<file path="src/rtl/gpsreceiver3_ctlif_pkg.sv">
// Shared constants for the GPS receiver control interface: CSR word indices,
// the ID value and the Gray-to-binary conversion.
package gpsreceiver3_pkg;

   localparam logic [5:0] IDX_ENABLE   = 6'h00;
   localparam logic [5:0] IDX_RESET    = 6'h01;
   localparam logic [5:0] IDX_SNAP     = 6'h02;
   localparam logic [5:0] IDX_IRQ_STAT = 6'h03;
   localparam logic [5:0] IDX_IRQ_MASK = 6'h04;
   localparam logic [5:0] IDX_ID       = 6'h05;

   // Per-channel register groups occupy index[5:3]; index[2:0] is the channel.
   localparam logic [2:0] GRP_SNAPCNT  = 3'b001;
   localparam logic [2:0] GRP_LIVECNT  = 3'b010;
   localparam logic [2:0] GRP_THRESH   = 3'b011;

   localparam logic [31:0] ID_VALUE    = 32'h47505333;

   function automatic logic [31:0] gray2bin(input logic [31:0] g);
      logic [31:0] b;
      b[31] = g[31];
      for (int i = 30; i >= 0; i--) begin
         b[i] = b[i+1] ^ g[i];
      end
      return b;
   endfunction

endpackage

</file>
<file path="src/rtl/gpsreceiver3_ctlif_if.sv">
// CSR bus between a host master and the GPS receiver control interface.
interface gpsreceiver3_ctlif_if;
   logic [14:0] csr_a;
   logic        csr_we;
   logic [31:0] csr_di;
   logic [31:0] csr_do;

   modport master (output csr_a, output csr_we, output csr_di, input csr_do);
   modport slave  (input csr_a, input csr_we, input csr_di, output csr_do);
endinterface

</file>
<file path="src/rtl/gpsreceiver3_ctlif_gray_sync.sv">
// One channel's count crossing: two-flop synchroniser on the Gray code,
// then a registered Gray-to-binary conversion (three cycles end to end).
module gpsreceiver3_gray_sync
   import gpsreceiver3_pkg::*;
#(
   parameter int CW = 11
) (
   input  logic          clk,
   input  logic          rst,
   input  logic [CW-1:0] gray_in,
   output logic [CW-1:0] bin_out
);

   logic [CW-1:0] s1_q, s1_d;
   logic [CW-1:0] s2_q, s2_d;
   logic [CW-1:0] bin_q, bin_d;
   logic [31:0]   gray32_s;

   // Next-state: shift through the synchroniser and convert the settled code.
   always_comb begin
      s1_d     = gray_in;
      s2_d     = s1_q;
      gray32_s = 32'h0;
      gray32_s[CW-1:0] = s2_q;
      bin_d    = CW'(gray2bin(gray32_s));
   end

   // Synchroniser and conversion registers.
   always_ff @(posedge clk or posedge rst) begin
      if (rst) begin
         s1_q  <= '0;
         s2_q  <= '0;
         bin_q <= '0;
      end else begin
         s1_q  <= s1_d;
         s2_q  <= s2_d;
         bin_q <= bin_d;
      end
   end

   assign bin_out = bin_q;

endmodule

</file>
<file path="src/rtl/gpsreceiver3_ctlif.sv">
// CSR control interface for the GPS receiver channels: enables, reset pulses,
// coherent count snapshots and threshold interrupts (GPSRECEIVER3_CTLIF_IRQ_EN).
module gpsreceiver3_ctlif
   import gpsreceiver3_pkg::*;
#(
   parameter logic [4:0] csr_addr = 5'h0,
   parameter int         NCH      = 4,
   parameter int         CW       = 11
) (
   input  logic                sys_clk,
   input  logic                sys_rst,
   gpsreceiver3_ctlif_if.slave csr,
   input  logic [NCH*CW-1:0]   rx_count_gray,
   output logic [NCH-1:0]      r_enable,
   output logic [NCH-1:0]      r_reset,
   output logic                irq
);

   logic [CW-1:0]  live_s [NCH];
   logic           sel_s, wr_s;
   logic [5:0]     idx_s;
   logic [2:0]     grp_s, ch_s;
   logic [31:0]    rdata_s;
   logic           csr_unused_s;

   logic [NCH-1:0] enable_q, enable_d;
   logic [NCH-1:0] reset_q, reset_d;
   logic [15:0]    seq_q, seq_d;
   logic [CW-1:0]  snap_q [NCH];
   logic [CW-1:0]  snap_d [NCH];
   logic [31:0]    csr_do_q;

   for (genvar g = 0; g < NCH; g++) begin : g_ch
      gpsreceiver3_gray_sync #(.CW(CW)) u_sync (
         .clk     (sys_clk),
         .rst     (sys_rst),
         .gray_in (rx_count_gray[g*CW +: CW]),
         .bin_out (live_s[g])
      );
   end

   assign sel_s        = (csr.csr_a[14:10] == csr_addr);
   assign wr_s         = sel_s & csr.csr_we;
   assign idx_s        = csr.csr_a[5:0];
   assign grp_s        = idx_s[5:3];
   assign ch_s         = idx_s[2:0];
   assign csr_unused_s = ^{csr.csr_a[9:6], csr.csr_di};

`ifdef GPSRECEIVER3_CTLIF_IRQ_EN
   logic [NCH-1:0] stat_q, stat_d;
   logic [NCH-1:0] mask_q, mask_d;
   logic [NCH-1:0] below_q, below_d;
   logic           irq_q, irq_d;
   logic [CW-1:0]  thresh_q [NCH];
   logic [CW-1:0]  thresh_d [NCH];

   // Interrupt next-state: register writes, then crossing sets override W1C.
   always_comb begin
      stat_d   = stat_q;
      mask_d   = mask_q;
      thresh_d = thresh_q;
      for (int i = 0; i < NCH; i++) begin
         below_d[i] = (live_s[i] < thresh_q[i]);
      end
      if (wr_s) begin
         case (idx_s)
            IDX_IRQ_STAT: stat_d = stat_q & ~csr.csr_di[NCH-1:0];
            IDX_IRQ_MASK: mask_d = csr.csr_di[NCH-1:0];
            default: begin
               for (int i = 0; i < NCH; i++) begin
                  if (idx_s == {GRP_THRESH, 3'(i)}) begin
                     thresh_d[i] = csr.csr_di[CW-1:0];
                  end else begin
                     thresh_d[i] = thresh_q[i];
                  end
               end
            end
         endcase
      end else begin
         stat_d = stat_q;
      end
      stat_d = stat_d | (enable_q & below_q & ~below_d);
      irq_d  = |(stat_q & mask_q);
   end

   // Interrupt state registers.
   always_ff @(posedge sys_clk or posedge sys_rst) begin
      if (sys_rst) begin
         stat_q   <= '0;
         mask_q   <= '0;
         below_q  <= '0;
         irq_q    <= 1'b0;
         thresh_q <= '{default: '1};
      end else begin
         stat_q   <= stat_d;
         mask_q   <= mask_d;
         below_q  <= below_d;
         irq_q    <= irq_d;
         thresh_q <= thresh_d;
      end
   end

   assign irq = irq_q;
`else
   assign irq = 1'b0;
`endif

   // Control next-state and read mux; reads always see pre-write state.
   always_comb begin
      enable_d = enable_q;
      reset_d  = '0;
      seq_d    = seq_q;
      snap_d   = snap_q;
      rdata_s  = 32'h0;
      if (wr_s) begin
         case (idx_s)
            IDX_ENABLE: enable_d = csr.csr_di[NCH-1:0];
            IDX_RESET:  reset_d  = csr.csr_di[NCH-1:0];
            IDX_SNAP: begin
               seq_d  = seq_q + 16'd1;
               snap_d = live_s;
            end
            default:    enable_d = enable_q;
         endcase
      end else begin
         enable_d = enable_q;
      end
      if (sel_s) begin
         case (idx_s)
            IDX_ENABLE:   rdata_s = 32'(enable_q);
            IDX_SNAP:     rdata_s = 32'(seq_q);
            IDX_ID:       rdata_s = ID_VALUE;
`ifdef GPSRECEIVER3_CTLIF_IRQ_EN
            IDX_IRQ_STAT: rdata_s = 32'(stat_q);
            IDX_IRQ_MASK: rdata_s = 32'(mask_q);
`endif
            default: begin
               for (int i = 0; i < NCH; i++) begin
                  if (ch_s == 3'(i)) begin
                     case (grp_s)
                        GRP_SNAPCNT: rdata_s = 32'(snap_q[i]);
                        GRP_LIVECNT: rdata_s = 32'(live_s[i]);
`ifdef GPSRECEIVER3_CTLIF_IRQ_EN
                        GRP_THRESH:  rdata_s = 32'(thresh_q[i]);
`endif
                        default:     rdata_s = rdata_s;
                     endcase
                  end else begin
                     rdata_s = rdata_s;
                  end
               end
            end
         endcase
      end else begin
         rdata_s = 32'h0;
      end
   end

   // Control, snapshot and read-data registers.
   always_ff @(posedge sys_clk or posedge sys_rst) begin
      if (sys_rst) begin
         enable_q <= '1;
         reset_q  <= '0;
         seq_q    <= 16'h0;
         snap_q   <= '{default: '0};
         csr_do_q <= 32'h0;
      end else begin
         enable_q <= enable_d;
         reset_q  <= reset_d;
         seq_q    <= seq_d;
         snap_q   <= snap_d;
         csr_do_q <= rdata_s;
      end
   end

   assign csr.csr_do = csr_do_q;
   assign r_enable   = enable_q;
   assign r_reset    = reset_q;

endmodule

</file>
<file path="src/flat_wrapper.sv">
// flat-port wrapper written by rule: the top's interface ports become plain ports
module gpsreceiver3_ctlif_flat import gpsreceiver3_pkg::*;
#(
   parameter logic [4:0] csr_addr = 5'h0,
   parameter int         NCH      = 4,
   parameter int         CW       = 11
)
  (sys_clk, sys_rst, rx_count_gray, r_enable, r_reset, irq, csr_csr_a, csr_csr_we, csr_csr_di, csr_csr_do);
  gpsreceiver3_ctlif_if csr_i ();
  input  logic sys_clk;
  input  logic sys_rst;
  input  logic [NCH*CW-1:0] rx_count_gray;
  output logic [NCH-1:0] r_enable;
  output logic [NCH-1:0] r_reset;
  output logic irq;
  input wire logic [$bits(csr_i.csr_a)-1:0] csr_csr_a;
  input wire logic [$bits(csr_i.csr_we)-1:0] csr_csr_we;
  input wire logic [$bits(csr_i.csr_di)-1:0] csr_csr_di;
  output wire logic [$bits(csr_i.csr_do)-1:0] csr_csr_do;
  assign csr_i.csr_a = csr_csr_a;
  assign csr_i.csr_we = csr_csr_we;
  assign csr_i.csr_di = csr_csr_di;
  assign csr_csr_do = csr_i.csr_do;
  gpsreceiver3_ctlif #(.csr_addr(csr_addr), .NCH(NCH), .CW(CW)) u_core (.sys_clk(sys_clk), .sys_rst(sys_rst), .csr(csr_i), .rx_count_gray(rx_count_gray), .r_enable(r_enable), .r_reset(r_reset), .irq(irq));
endmodule
</file>
<file path="config.mk">
export PLATFORM = sky130hd
export DESIGN_NAME = gpsreceiver3_ctlif_flat
export DESIGN_NICKNAME = d
export VERILOG_FILES = /design/src/rtl/gpsreceiver3_ctlif_pkg.sv /design/src/rtl/gpsreceiver3_ctlif_if.sv /design/src/rtl/gpsreceiver3_ctlif_gray_sync.sv /design/src/rtl/gpsreceiver3_ctlif.sv /design/src/flat_wrapper.sv
export SDC_FILE = /design/constraint.sdc
export NUM_CORES = 1
export LEC_CHECK = 0
export CORE_ASPECT_RATIO = 0.5
export CORE_MARGIN = 2
export CORE_UTILIZATION = 35
export CTS_BUF_LIST = sky130_fd_sc_hd__clkbuf_8
export CTS_CLUSTER_SIZE = 16
export DETAILED_ROUTE_END_ITERATION = 7
export GPL_TIMING_DRIVEN = 0
export PLACE_DENSITY_LB_ADDON = 0.3
export SLEW_MARGIN = 20
export SYNTH_ARGS = -nofsm -noshare
export SYNTH_HDL_FRONTEND = slang
export SYNTH_SLANG_ARGS = --single-unit
</file>
<file path="constraint.sdc">
create_clock -name sys_clk -period 10.2 [get_ports sys_clk]
set_clock_uncertainty 0.05 [all_clocks]
set_input_delay 2.04 -clock sys_clk [delete_from_list [all_inputs] [get_ports sys_clk]]
set_output_delay 2.04 -clock sys_clk [all_outputs]
set_load 0.02 [all_outputs]
</file>
* Word level (Yosys, flattened, before mapping)
Cells that the tools add are included.
Word-level totals: register bits after elaboration 232
Operators by class: add/sub/neg operators 1, eq/ne operators 8, muxes and demuxes 12, bitwise logic cells 41, reductions and logical operators 5
Operators by type and width (count):
- one-hot mux 32 bit (3 select lines) | 1
- one-hot mux 11 bit (2 select lines) | 4
- two-way mux 11 bit | 4
- XOR 1 bit | 40
- two-way mux 32 bit | 1
- adder 16 x 1 -> 16 bit, second input constant | 1
- equality test 3 x 2 -> 1 bit, second input constant | 3
- two-way mux 4 bit | 2
- equality test 3 x 1 -> 1 bit, second input constant | 2
- equality test 6 x 1 -> 1 bit, second input constant | 1
- equality test 6 x 2 -> 1 bit, second input constant | 1
- equality test 6 x 3 -> 1 bit, second input constant | 1
- logical NOT 6 bit | 1
- logical NOT 5 bit | 1
- AND reduction 2 bit | 2
- logical NOT 3 bit | 1
- bitwise AND 1 bit | 1

* Depth between registers and ports, before layout
Gate-level depths: netlist of run 1.
depth after elaboration 11, mapped depth 8, mapped depth without buffers 5

* Hierarchy
From an unflattened synthesis of run 1, not the netlist that was laid out.
Second synthesis, totals: cells, all modules 551, area total of the unflattened synthesis 8406.8 um^2
By module, submodules not included:
- gpsreceiver3_ctlif | times used 1, cells each 359, area each 4398.0 um^2
- gpsreceiver3_gray_sync | times used 4, cells each 48, area each 1002.2 um^2

* Worst setup path before layout of run 1
No wires, ideal clock.
kind input -> register, start point input csr_csr_a[10], end point register u_core.seq_q[4], data arrival time 3.457 ns, required time 10.027 ns, path slack 6.570 ns, stages on the path 7, cell sequence or4_4 nor3b_4 and2_1 buf_4 buf_6 nand4_1 xnor2_1
Between the ends: longest elaborated chain between the ends 3
RTL lines:
- start, declared | RTL line flat_wrapper.sv:16 | input wire logic [$bits(csr_i.csr_a)-1:0] csr_csr_a;
- logical NOT 5 bit | RTL line gpsreceiver3_ctlif.sv:42 | assign sel_s = (csr.csr_a[14:10] == csr_addr);
- bitwise AND 1 bit | RTL line gpsreceiver3_ctlif.sv:43 | assign wr_s = sel_s & csr.csr_we;
- AND reduction 2 bit (no source line)
- end signal, assigned | RTL line gpsreceiver3_ctlif.sv:170 | seq_q <= seq_d;
- end, declared | RTL line gpsreceiver3_ctlif.sv:28 | logic [15:0] seq_q, seq_d;
Every way passes these cells. A chain may end at the register's enable or synchronous reset.

* Final worst setup path of run 1
start point input csr_csr_a[3], end point register u_core.csr_do_q[5], in the netlist u_core.csr.csr_do[5]
Between the ends: longest elaborated chain between the ends 11
RTL lines:
- equality test 3 x 2 -> 1 bit or equality test 3 x 1 -> 1 bit (tied branches) | RTL line gpsreceiver3_ctlif.sv:140 | case (grp_s)
- one-hot mux 11 bit (2 select lines) | RTL line gpsreceiver3_ctlif.sv:140
- two-way mux 11 bit | RTL line gpsreceiver3_ctlif.sv:139 | if (ch_s == 3'(i)) begin
- one-hot mux 11 bit (2 select lines) | RTL line gpsreceiver3_ctlif.sv:140
- two-way mux 11 bit | RTL line gpsreceiver3_ctlif.sv:139
- one-hot mux 11 bit (2 select lines) | RTL line gpsreceiver3_ctlif.sv:140
- two-way mux 11 bit | RTL line gpsreceiver3_ctlif.sv:139
- one-hot mux 11 bit (2 select lines) | RTL line gpsreceiver3_ctlif.sv:140
- two-way mux 11 bit | RTL line gpsreceiver3_ctlif.sv:139
- one-hot mux 32 bit (3 select lines) (*) | RTL line gpsreceiver3_ctlif.sv:129 | case (idx_s)
- two-way mux 32 bit (*) | RTL line gpsreceiver3_ctlif.sv:128 | if (sel_s) begin
- named net u_core.rdata_s[5] | RTL line gpsreceiver3_ctlif.sv:23 | logic [31:0] rdata_s;
- end signal, assigned | RTL line gpsreceiver3_ctlif.sv:172 | csr_do_q <= rdata_s;
- end, declared | RTL line gpsreceiver3_ctlif.sv:31 | logic [31:0] csr_do_q;
The timed path passes the listed nets; every way through them passes the cells marked *.

==> results of run 1 <==
[power groups by stage]
stage	logic [uW]	clock network, uW	registers (uW)
after detailed placement	189	0	999
final	186	704	984
after global routing	206	777	991
after global placement	183	0	1000
after floorplan	133	0	978
after CTS	189	732	984
[cell families (layout without fill, tap and decap cells)]
logic type               after synthesis  after routing  share of synthesized area (%)
AO/OA/AOI/OAI                         85             85                           7.29
other                                  1             11                         0.0452
AND/OR/NAND/NOR                      222            222                           11.8
buffers and inverters                 52            200                           3.34
flip-flops                           217            217                           65.6
XOR/XNOR                              84             84                           11.0
multiplexers                           6              6                          0.785
adder cells (fa/ha/maj)                1              1                          0.151
[Yosys cell counts, types with 2 or more instances]
library cell,number
xor2_4,4
buf_4,17
xor2_1,27
nor3_1,13
inv_1,9
nand2b_1,2
o22ai_1,20
nand2_1,152
a21oi_1,7
xnor2_1,43
dfrtp_1,213
mux2i_1,2
and4_1,2
xnor3_1,2
xor3_2,2
xnor2_2,6
nand4_1,5
a211oi_1,10
nor2_1,17
nand3_1,5
and3_1,6
a2111oi_0,2
a22o_1,2
mux2_2,4
or2_2,3
a22oi_1,40
dfstp_2,4
nor2b_1,5
clkbuf_1,17
and2_1,5
buf_2,8
a32oi_1,2
[per-layer routing]
layer	GRT usage, %	vias up	share of wire [%]
met5	0	-	0
li1	-	2475	-
met4	3.56	0	1.8
met2	20.0	159	42
met3	3.82	30	6.4
met1	21.8	2532	50
[worst max-delay path: stages]
cell and delay (ps):
clkdlybuf4s50_1 540, or3_1 500, nor2_1 360, clkbuf_1 460, nand2_1 130, a211oi_1 370
[final timing paths]
| check | slack (ps) | start | cells past startpoint | end |
|---|---|---|---|---|
| max | 6220 | csr_csr_a[3] | 6 | u_core.csr.csr_do[5] |
| min | 270 | u_core.g_ch[3].u_sync.s1_q[10] | 0 | u_core.g_ch[3].u_sync.s2_q[10] |
| max reg2reg | 8250 | u_core.g_ch[2].u_sync.s2_q[10] | 5 | u_core.g_ch[2].u_sync.bin_out[1] |
| min reg2reg | 270 | u_core.g_ch[3].u_sync.s1_q[10] | 0 | u_core.g_ch[3].u_sync.s2_q[10] |
| max in group asynchronous | 7170 | sys_rst | 4 | u_core.snap_q[1] |
| min in group asynchronous | 1810 | sys_rst | 2 | u_core.g_ch[1].u_sync.s1_q[5] |
[per-stage QoR]
stage	TNS, ps	setup slack, ps	area [sq um]	util, %	power, uW
finish	0	6220	10300	44.9	1870
floorplan	0	2180	8330	-	1110
global placement	-63000	-314	9610	41.7	1180
detailed placement	0	5670	9670	42.0	1190
global route	0	6100	10300	44.9	1970
CTS	0	6300	10300	44.9	1910
[placed cells by master, fill, tap and decap left out, drive strengths merged, types with 3 or more instances in the layout]
| master | count |
|---|---|
| and2 | 5 |
| or2 | 3 |
| conb | 11 |
| nand3 | 5 |
| mux2 | 4 |
| a21oi | 7 |
| nor2b | 5 |
| nand2 | 152 |
| nand4 | 5 |
| xnor2 | 49 |
| dfstp | 4 |
| and3 | 6 |
| nor2 | 17 |
| a22oi | 40 |
| buf | 28 |
| dfrtp | 213 |
| clkinv | 6 |
| o22ai | 20 |
| a211oi | 10 |
| nor3 | 13 |
| clkdlybuf4s50 | 90 |
| clkbuf | 60 |
| inv | 16 |
| xor2 | 31 |
[cell type report]
class / count / area [sq um]
Fill cell: 2123 / 12700
Sequential cell: 217 / 5440
Multi-Input combinational cell: 409 / 2620
Timing Repair Buffer: 92 / 956
Clock buffer: 43 / 592
Tap cell: 307 / 384
Buffer: 43 / 243
Clock inverter: 13 / 67.6
Inverter: 9 / 41.3
[flip-flops by register name, summed over array words and instances, names as in the netlist]
name and count:
u_core.r_reset 4, u_core.seq_q 16, u_core.snap_q 44, u_core.g_ch.u_sync.bin_out 44
u_core.g_ch.u_sync.s2_q 44, u_core.csr.csr_do 17, u_core.r_enable 4, u_core.g_ch.u_sync.s1_q 44
==> results.json, run 1 <==
{
  "status": "finished with violations",
  "violations": "design-rule violations",
  "arrival_ps": 4390,
  "ctsHtreeMaxLevel": 1,
  "relSlewSlack_pct": 38.0,
  "fin_crit_ps": 3980,
  "grt_max_degree": 91,
  "finalCritPeriodShare_pct": 39.0,
  "synth-async-reset-ratio_pct": 100,
  "clk_latency_ps": 590,
  "cts.path.max_buffers": 3,
  "crit_required_ps": 10610,
  "die_w_microns": 222,
  "avgRoutedWirePerCell_microns": 15.2,
  "p_sw_share_pct": 25.3,
  "clkSinkCount": 217,
  "crit_path_start_kind": "input pin",
  "gr-total-overflow": 0,
  "postRouteAntennaNets": 0,
  "synth_cells": 668,
  "irDropWorstVdd_mv": 0.0851,
  "io_pins": 135,
  "total_leakage_power_uw": 0.00470,
  "p_int_uw": 1400,
  "grtUsageTotal_pct": 14.3,
  "rsz0062_at_grt": "no",
  "hold_viol": 0,
  "grt_pass1_wl_mm": 28.2,
  "hpwl_mm": 12.2,
  "p_clk_share_pct": 37.6,
  "postCtsResizedCells": 0,
  "hold_slack_ps": 274,
  "row_count": 39,
  "clkTransAtPathRegs_ps": 60,
  "numCtsBuffers": 31,
  "drt_iter0_markers": 470,
  "syn_to_final_growth_pct": 24.7,
  "cts_tree": "yes",
  "synth_edf_count": 0,
  "post-cts-setup-buffers": 0,
  "drc_errors": 9,
  "maxCapViolCount": 0,
  "die_height_microns": 113,
  "p_comb_share_pct": 9.9,
  "drt_pass1_iterations": 8,
  "grt_pass1_vias": 5207,
  "synth_top_area_share_pct": 64.3,
  "slew_violations": 0,
  "pwr_density_cell_nw_per_um2": 181,
  "seqPwrFrac_pct": 52.5,
  "yosysTopAreaCell": "dfrtp_1",
  "p_switching_uw": 474,
  "synthTopCellsByArea": "dfrtp_1, nand2_1, xnor2_1",
  "viasPerCell": 4.59,
  "hold_class": "flop to flop",
  "drive_above_1_share_pct": 12.6,
  "synth_ff_type": "dfrtp_1",
  "antenna_cells": 0,
  "critPathKind": "input pin to flop",
  "synth-seq-cells": 217,
  "ys_types": 44,
  "yosysWarnings": 0,
  "final_nets": 898,
  "gp_congestion": 0.857,
  "die_area_sq_um": 25000,
  "io_buffers": 90,
  "dp.cells": 1077,
  "wirelength_mm": 17.2,
  "fin_cells": 1133,
  "worstMarginPinSlew_ps": 928,
  "netlist_area_sq_um": 8290,
  "root_buffer": "clkbuf_8",
  "setup_viol": 0,
  "antenna_found_initial": 0,
  "yosysSeqAreaShare_pct": 65.6,
  "critPathMaxFanout": 10,
  "fmax_ghz": 0.251,
  "initial_core_util_pct": 36.0,
  "synth.avg_cell_area_sq_um": 12.4,
  "cts_hold_buf": 0,
  "critPathCaptureType": "flop",
  "vias": 5196,
  "core_area_sq_um": 23000
}
Note: power is estimated with default switching activity, not from simulation.
==> inputs of run 2 (changes only) <==
clock period = 4.1 ns   (was 10.2 ns; I/O delays follow)
==> run 2 against run 1 <==
  * The flow still finishes with violations (design-rule violations)
  * Via count shrank 1.2%
  * Flip-flop and latch count stayed put
  * Clock power up 140%
  * Total power grew 140%
  * First-iteration DRC count down 21%
  * Register-to-register slack lost 6100 ps
  * Critical path type unchanged
  * Largest cell class unchanged
  * Highest routed layer unchanged
==> results.json, run 2 (synthesis gave the netlist of run 1 again) <==
{
  "status": "finished with violations",
  "violations": "design-rule violations",
  "cts_hold_buf": 0,
  "worstMarginPinSlew_ps": 918,
  "min_path_cells": 0,
  "crit_start": "csr_csr_a[3]",
  "critPathMaxFanout": 10,
  "crit_path_start_kind": "input pin",
  "drive_above_1_share_pct": 12.1,
  "post-cts-setup-buffers": 0,
  "slowest_stage": "clkdlybuf4s50_1",
  "row_count": 39,
  "postRouteAntennaNets": 0,
  "drc_errors": 8,
  "avgRoutedWirePerCell_microns": 15.1,
  "vias": 5133,
  "clkSinkCount": 217,
  "wirelength_mm": 17.2,
  "r2r_setup_slack_ps": 2150,
  "rsz0062_at_grt": "no",
  "hold_viol": 0,
  "finalCritPeriodShare_pct": 68.7,
  "total_leakage_power_uw": 0.00473,
  "die_area_sq_um": 25000,
  "maxCapViolCount": 0,
  "final_common_cell": "dfrtp_1",
  "fmax_ghz": 0.355,
  "io_pins": 135,
  "clkTransAtPathRegs_ps": 70,
  "relSlewSlack_pct": 38.7,
  "critPathCaptureType": "flop",
  "hpwl_mm": 12.3,
  "core_area_sq_um": 23000,
  "cts_tree": "yes",
  "gp_congestion": 0.850,
  "die_w_microns": 222,
  "die_height_microns": 113,
  "drt_pass1_iterations": 8,
  "hold_class": "flop to flop",
  "grt_max_degree": 37,
  "rr_worst_depth": 5,
  "worstHoldStart": "u_core.g_ch[0].u_sync.s1_q[6]",
  "clk_latency_ps": 510,
  "worstReg2RegStart": "u_core.g_ch[2].u_sync.s2_q[10]",
  "final_nets": 905,
  "syn_to_final_growth_pct": 24.9,
  "gr-total-overflow": 0,
  "irDropWorstVdd_mv": 0.161,
  "drt_iter0_markers": 370,
  "mostFrequentLayoutCells": "dfrtp_1, nand2_1, clkdlybuf4s50_1, xnor2_1, a22oi_1",
  "crit_required_ps": 4420,
  "antenna_found_initial": 0,
  "worstReg2RegEnd": "u_core.g_ch[2].u_sync.bin_out[1]",
  "critPathKind": "input pin to flop",
  "postCtsResizedCells": 0,
  "numCtsBuffers": 34,
  "root_buffer": "clkbuf_8",
  "slew_violations": 0,
  "grtUsageTotal_pct": 14.2,
  "grt_pass1_wl_mm": 28.1,
  "critical_path.cell_chain": "clkdlybuf4s50_1, nor2b_1, clkbuf_1, a22oi_1, o22ai_1, nor3_1, a211oi_1",
  "pwr_density_cell_nw_per_um2": 443,
  "fin_crit_ps": 2820,
  "final_util_pct": 45.0,
  "antenna_cells": 0,
  "grt_pass1_vias": 5286,
  "setup_viol": 0,
  "viasPerCell": 4.50,
  "cts.path.max_buffers": 3,
  "ctsHtreeMaxLevel": 2,
  "tns_ps": 0,
  "io_buffers": 90,
  "initial_core_util_pct": 36.0,
  "arrival_ps": 3140,
  "holdPathEnd": "u_core.g_ch[0].u_sync.s2_q[6]",
  "crit_path_max_incr_delay_ps": 610
}
run 2: cell count changes in the layout (fill, tap and decap cells not counted), moves of 2 or more:
cell / delta
inv_1: +10
buf_12: +6
clkbuf_8: -4
buf_16: -2
clkinv_2: -2
clkinvlp_4: +2
inv_8: -2
run 2: worst max-delay path: cells and delay by family:
kind	cells	cell delay (ps)
simple gates	2	450
buf+inv	2	1030
compound gates	3	830
run 2: power breakdown:
| part | internal (uW) | leakage (uW) | switching [uW] |
|---|---|---|---|
| clock network | 865 | 0.000378 | 806 |
| registers | 2320 | 0.00270 | 125 |
| logic | 232 | 0.00165 | 237 |
| total | 3420 | 0.00473 | 1170 |
run 2: through the flow:
| stage | hold slack [ps] | setup slack (ps) | cell area, sq um | instances | total power (uW) |
|---|---|---|---|---|---|
| 6_report | 289 | 1280 | 10400 | 1140 | 4590 |
| 5_1_grt | 303 | 1150 | 10400 | 1140 | 4850 |
| 4_1_cts | 297 | 1370 | 10400 | 1140 | 4670 |
| 3_5_place_dp | 285 | 813 | 9740 | 1081 | 2960 |
| 3_3_place_gp | 284 | -1130 | 9620 | 1075 | 2940 |
| 2_1_floorplan | 281 | 407 | 8330 | 678 | 2760 |
run 2: cell type report:
class                      instances  area (sq um)
buffer                            43           243
clock buffer                      39           537
clock inverter                    20          82.6
fill                            2133         12700
inverter                           9          37.5
multi-input combinational        409          2620
sequential                       217          5440
tap                              307           384
timing repair buffer              96          1020
run 2: layer usage:
metal / up-vias / GRT usage, % / part of all wire, %
met5: - / 0 / 0
met4: 0 / 3.65 / 1.4
met3: 28 / 4.08 / 8.2
met2: 176 / 20.5 / 42
met1: 2443 / 21.1 / 49
li1: 2486 / - / -
run 2: worst max path at each step:
stage | endpoint | cells past startpoint
finish | u_core.csr.csr_do[5] | 7
global route | u_core.csr.csr_do[5] | 7
detailed placement | u_core.csr.csr_do[1] | 7
floorplan | u_core.csr.csr_do[0] | 1
CTS | u_core.csr.csr_do[5] | 6
global placement | u_core.r_reset[0] | 2
